File: config.mk
export PLATFORM = sky130hd
export DESIGN_NAME = sbox_scheduler
export DESIGN_NICKNAME = d
export VERILOG_FILES = /design/src/rtl/sbox_scheduler.sv
export SDC_FILE = /design/constraint.sdc
export NUM_CORES = 1
export LEC_CHECK = 0
export ABC_AREA = 1
export CELL_PAD_IN_SITES_DETAIL_PLACEMENT = 0
export CELL_PAD_IN_SITES_GLOBAL_PLACEMENT = 2
export CORE_ASPECT_RATIO = 1.4
export CORE_MARGIN = 2
export CORE_UTILIZATION = 28
export CTS_BUF_LIST = sky130_fd_sc_hd__clkbuf_8
export DETAILED_ROUTE_END_ITERATION = 8
export PLACE_DENSITY_LB_ADDON = 0.1
export SETUP_SLACK_MARGIN = 0.5
export SYNTH_ARGS = -nofsm -noshare
export SYNTH_HDL_FRONTEND = slang
export SYNTH_SLANG_ARGS = --single-unit
File: constraint.sdc
create_clock -name clk -period 2.2 [get_ports clk]
set_input_delay 0.44 -clock clk [delete_from_list [all_inputs] [get_ports clk]]
set_output_delay 0.44 -clock clk [all_outputs]
set_load 0.02 [all_outputs]
File: src/rtl/sbox_scheduler.sv
// Sequences one 48-bit DES f-function word through a shared S-box lookup port,
// one 6-bit chunk per cycle, and hands back the assembled 32-bit result.
module sbox_scheduler #(
    parameter int REG_LOOKUP = 0
) (
    input  logic        clk,
    input  logic        rst,
    input  logic        in_valid,
    output logic        in_ready,
    input  logic [47:0] in_data,
    output logic        sb_en,
    output logic [2:0]  sb_sel,
    output logic [5:0]  sb_addr,
    input  logic [3:0]  sb_data,
    output logic        out_valid,
    input  logic        out_ready,
    output logic [31:0] out_data,
    output logic        busy
);

    typedef enum logic [1:0] {
        IDLE   = 2'd0,
        LOOKUP = 2'd1,
        HOLD   = 2'd2
    } state_t;

    state_t      state_reg;
    logic [47:0] in_reg;
    logic [2:0]  issue_idx_reg;
    logic        sb_en_reg;
    logic [5:0]  sb_addr_reg;
    logic [2:0]  cap_idx_reg;
    logic        pending_reg;
    logic [31:0] result_reg;
    logic        out_valid_reg;
    logic        busy_reg;

    logic [5:0]  chunk [8];
    logic [2:0]  issue_idx_next;
    logic        cap_fire;
    logic [2:0]  cap_nib;

    // Chunk gi feeds S-box gi+1; S1 takes the most significant six bits.
    generate
        for (genvar gi = 0; gi < 8; gi++) begin : g_chunk
            assign chunk[gi] = in_reg[47 - 6*gi -: 6];
        end
    endgenerate

    assign issue_idx_next = issue_idx_reg + 3'd1;

    // With a registered lookup unit the answer trails the request by one
    // cycle, so capture is steered by the delayed strobe and its own index.
    always_comb begin
        cap_fire = sb_en_reg;
        cap_nib  = issue_idx_reg;
        if (REG_LOOKUP != 0) begin
            cap_fire = pending_reg;
            cap_nib  = cap_idx_reg;
        end
    end

    always_ff @(posedge clk) begin
        if (rst) begin
            state_reg     <= IDLE;
            in_reg        <= '0;
            issue_idx_reg <= '0;
            sb_en_reg     <= 1'b0;
            sb_addr_reg   <= '0;
            cap_idx_reg   <= '0;
            pending_reg   <= 1'b0;
            result_reg    <= '0;
            out_valid_reg <= 1'b0;
            busy_reg      <= 1'b0;
        end else begin
            case (state_reg)
                IDLE: begin
                    if (in_valid) begin
                        in_reg        <= in_data;
                        issue_idx_reg <= '0;
                        cap_idx_reg   <= '0;
                        pending_reg   <= 1'b0;
                        result_reg    <= '0;
                        sb_en_reg     <= 1'b1;
                        sb_addr_reg   <= in_data[47:42];
                        busy_reg      <= 1'b1;
                        state_reg     <= LOOKUP;
                    end
                end
                LOOKUP: begin
                    if (sb_en_reg) begin
                        if (issue_idx_reg == 3'd7) begin
                            sb_en_reg     <= 1'b0;
                            issue_idx_reg <= '0;
                            sb_addr_reg   <= '0;
                        end else begin
                            issue_idx_reg <= issue_idx_next;
                            sb_addr_reg   <= chunk[issue_idx_next];
                        end
                    end
                    pending_reg <= sb_en_reg;
                    if (cap_fire) begin
                        // Nibble for S-box n sits at bit (7-n)*4.
                        result_reg[{~cap_nib, 2'b00} +: 4] <= sb_data;
                        cap_idx_reg <= cap_idx_reg + 3'd1;
                        if (cap_nib == 3'd7) begin
                            out_valid_reg <= 1'b1;
                            state_reg     <= HOLD;
                        end
                    end
                end
                HOLD: begin
                    if (out_ready) begin
                        out_valid_reg <= 1'b0;
                        busy_reg      <= 1'b0;
                        state_reg     <= IDLE;
                    end
                end
                default: state_reg <= IDLE;
            endcase
        end
    end

    assign in_ready  = (state_reg == IDLE) && !rst;
    assign sb_en     = sb_en_reg;
    assign sb_sel    = issue_idx_reg;
    assign sb_addr   = sb_addr_reg;
    assign out_valid = out_valid_reg;
    assign out_data  = result_reg;
    assign busy      = busy_reg;

endmodule
==> results.yml <==
synth:
  syn_avg_cell_area_um2: 7.164
  ys_async_sr_fraction: 0
  synth.distinct_cells: 24
  ys_seq_area_frac: 0.4475
  yosysWarnings: 0
  synthFlopType: "dfxtp_1"
  syn-cell-area_mm2: 0.004205
  synth-seq-cells: 94
  syn_nets: 646
  synthCells: 587
  synth_edf_count: 0
worst_setup_path:
  slowest_delay_ns: 0.48
  crit_start: "rst"
  critPathKind: "in -> out"
  cp_num_buf_inv: 2
  timing.rr.end: "out_data[24]"
  cp_max_fo: 2
  endpoint_kind: "output port"
  cp_slowest_cell: "clkdlybuf4s50_1"
  critPathLaunchType: "input pin"
  crit_family: "buffers and inverters"
  required_ns: 1.76
  regToRegSetupSlack_ns: 0.57
  crit_chain: "clkdlybuf4s50_1 > nor2_2 > buf_4"
  r2r_start: "sb_sel[0]"
  reg2regPathDepth: 9
  cp_data_arrival_time_ns: 1.25
pwr:
  p_leak_nw: 2.439
  p_per_area_mw_per_mm2: 662.5
  ir_worst_vdd_v: 0.0002531
route:
  drt_iter0_drc: 160
  vias_per_cell: 4.702
  firstDrtPassIters: 4
  route.detailed.drc: 0
  num_vias: 4157
  drtAntennaViolNets: 0
  routed_wl_um: 12900
  wl_per_cell_um: 14.59
min_path:
  whs_path_depth: 2
  min_path_type: "reg -> reg"
  worstHoldEndpoint: "chunk[47]"
  worstHoldStart: "chunk[47]"
sta:
  tightest_slew_ns: 0.3639
  finalSetupViolations: 0
  rsz0062_at_grt: "yes"
  fmax_mhz: 592.5
  holdWs_ns: 0.4520
  hold_violations: 0
  fin_ws_ns: 0.5121
  timing.final.max_slew_violations: 0
  relSlewSlack: 0.7574
  fin_crit_sh: 0.7672
  skew_ns: 0.008966
  fin_crit_ns: 1.688
placement:
  pre_cts_ws_ns: -0.007617
  placedCellCount: 857
  placed_area_mm2: 0.005390
  globalplace.congestion: 0.7945
  hpwl_um: 9139
  io_buffer_count: 100
grt:
  antenna_found_initial: 0
  grt_pass1_wl_um: 20220
  grt_pass1_vias: 4003
  gr-total-overflow: 0
  grt_max_degree: 87
  grt_usage: 0.1641
cts:
  root_buffer: "clkbuf_8"
  clk_pin_slew_worst_paths_ns: 0.09
  tritoncts: "done"
  cts_sinks: 94
  ctsLongestPathBuffers: 2
  cts_made_buffers: 9
  clock_latency_ns: 0.37
  cts-htree-levels: 3
final_layout:
  nets: 747
  largest_register_ffs: 48
  area_growth_pct: 38.74
  drive_above_1_share: 0.1315
  antenna_cells: 0
  fillers: 1658
  fin_area_mm2: 0.005834
  final_cells: 884
floorplan:
  start_util: 0.2831
  dieArea_mm2: 0.01603
  die_w_um: 107.6
  die_y_um: 149.0
  core_mm2: 0.01485
  rows: 53
  io_pins: 101
outcome:
  status: "finished, final reports clean"
job:
  max_cap_violations: 0
## worst min-delay path, stage by stage, from the launching register on
cell and delay, ns:
dfxtp_1 0.31, inv_1 0.06, a21oi_1 0.05
## Yosys cell counts (all sizes together), types with 3 or more instances
cell,count,area share
nand4,7,0.010
clkbuf,17,0.015
nand3,68,0.087
o21ai,73,0.089
inv,66,0.059
ha,3,0.0089
nand3b,3,0.0054
dfxtp,94,0.45
a21oi,89,0.11
nand2,105,0.096
nor2,39,0.040
buf,20,0.033
## final cells by class
type | instances | area (um^2) | share of cell area
clock buffers | 10 | 137.6 | 0.02359
clock inverters | 5 | 52.55 | 0.009007
inverters | 67 | 267.8 | 0.04589
multi-input cells | 389 | 2029 | 0.3478
flip-flops and latches | 94 | 1893 | 0.3245
well taps | 192 | 240.2 | 0.04118
repair buffers | 127 | 1214 | 0.2080
## layout by cell type (no fill, tap or decap)
cell / count
buf_4: 22
a21oi_1: 89
nand3b_1: 3
o21bai_1: 1
dlygate4sd2_1: 43
dfxtp_2: 3
nand4_1: 7
clkdlybuf4s50_1: 55
o21ai_4: 4
nand2_2: 8
nand2_4: 2
nand2_1: 95
nor2_8: 1
inv_2: 5
buf_12: 4
nor2_4: 2
ha_2: 1
inv_1: 62
ha_4: 2
o21ai_0: 65
dfxtp_1: 89
nand3_2: 3
o21ai_1: 2
clkinvlp_4: 3
buf_6: 1
nand3_4: 3
nor2_2: 9
nor2_1: 27
nand3_1: 62
clkbuf_8: 10
clkbuf_16: 1
nor3_1: 1
clkinv_8: 1
dfxtp_4: 2
buf_2: 1
bufinv_16: 1
o21ai_2: 2
## power by group
group          internal [mW]  switching (mW)
clock network          0.543           0.607
logic                  0.340           0.501
registers               1.83          0.0495
total                   2.71            1.16
## stage by stage
| step | power (mW) | setup TNS [ns] | utilization |
|---|---|---|---|
| 2_1_floorplan | 2.410 | 0 | - |
| 3_3_place_gp | 2.731 | -0.008988 | 0.3629 |
| 3_5_place_dp | 2.736 | -0.007617 | 0.3629 |
| 4_1_cts | 3.891 | 0 | 0.3786 |
| 5_1_grt | 4.096 | 0 | 0.3928 |
| 6_report | 3.865 | 0 | 0.3928 |
## what timing repair did
| action | in CTS | in global routing |
|---|---|---|
| gates resized for setup | 70 | 39 |
| buffers inserted | 2 | 9 |
| gates cloned | 0 | 1 |
| endpoints found under the setup margin | 81 | 40 |
| endpoints found under the hold margin | 0 | 0 |
| pin swaps | 2 | 4 |
| hold buffers | 0 | 0 |
## logic make-up (layout without fill, tap and decap cells)
kind of cell,after synthesis,in the layout,share of synthesized area
buffers and inverters,104,209,0.1080
adders and majority gates,3,3,0.008927
AOI/OAI and AO/OA,163,163,0.1964
DFF,94,94,0.4475
and+or+nand+nor,223,223,0.2392
## layer usage
layer  global-route usage  routed length (um)  up-vias
met2               0.3116                7065       78
met5                    0                   0        -
met1               0.1829                5245     1935
met4              0.05000                 187        0
li1                     -                   -     2129
met3              0.02840                 402       15
## worst max-delay path by stage
stage | cells past startpoint | to
2_1_floorplan | 8 | out_data[7]
3_3_place_gp | 3 | in_ready
3_5_place_dp | 3 | in_ready
4_1_cts | 4 | in_ready
5_1_grt | 4 | in_ready
6_report | 3 | in_ready
No activity file was read; power rests on OpenSTA's default activity.
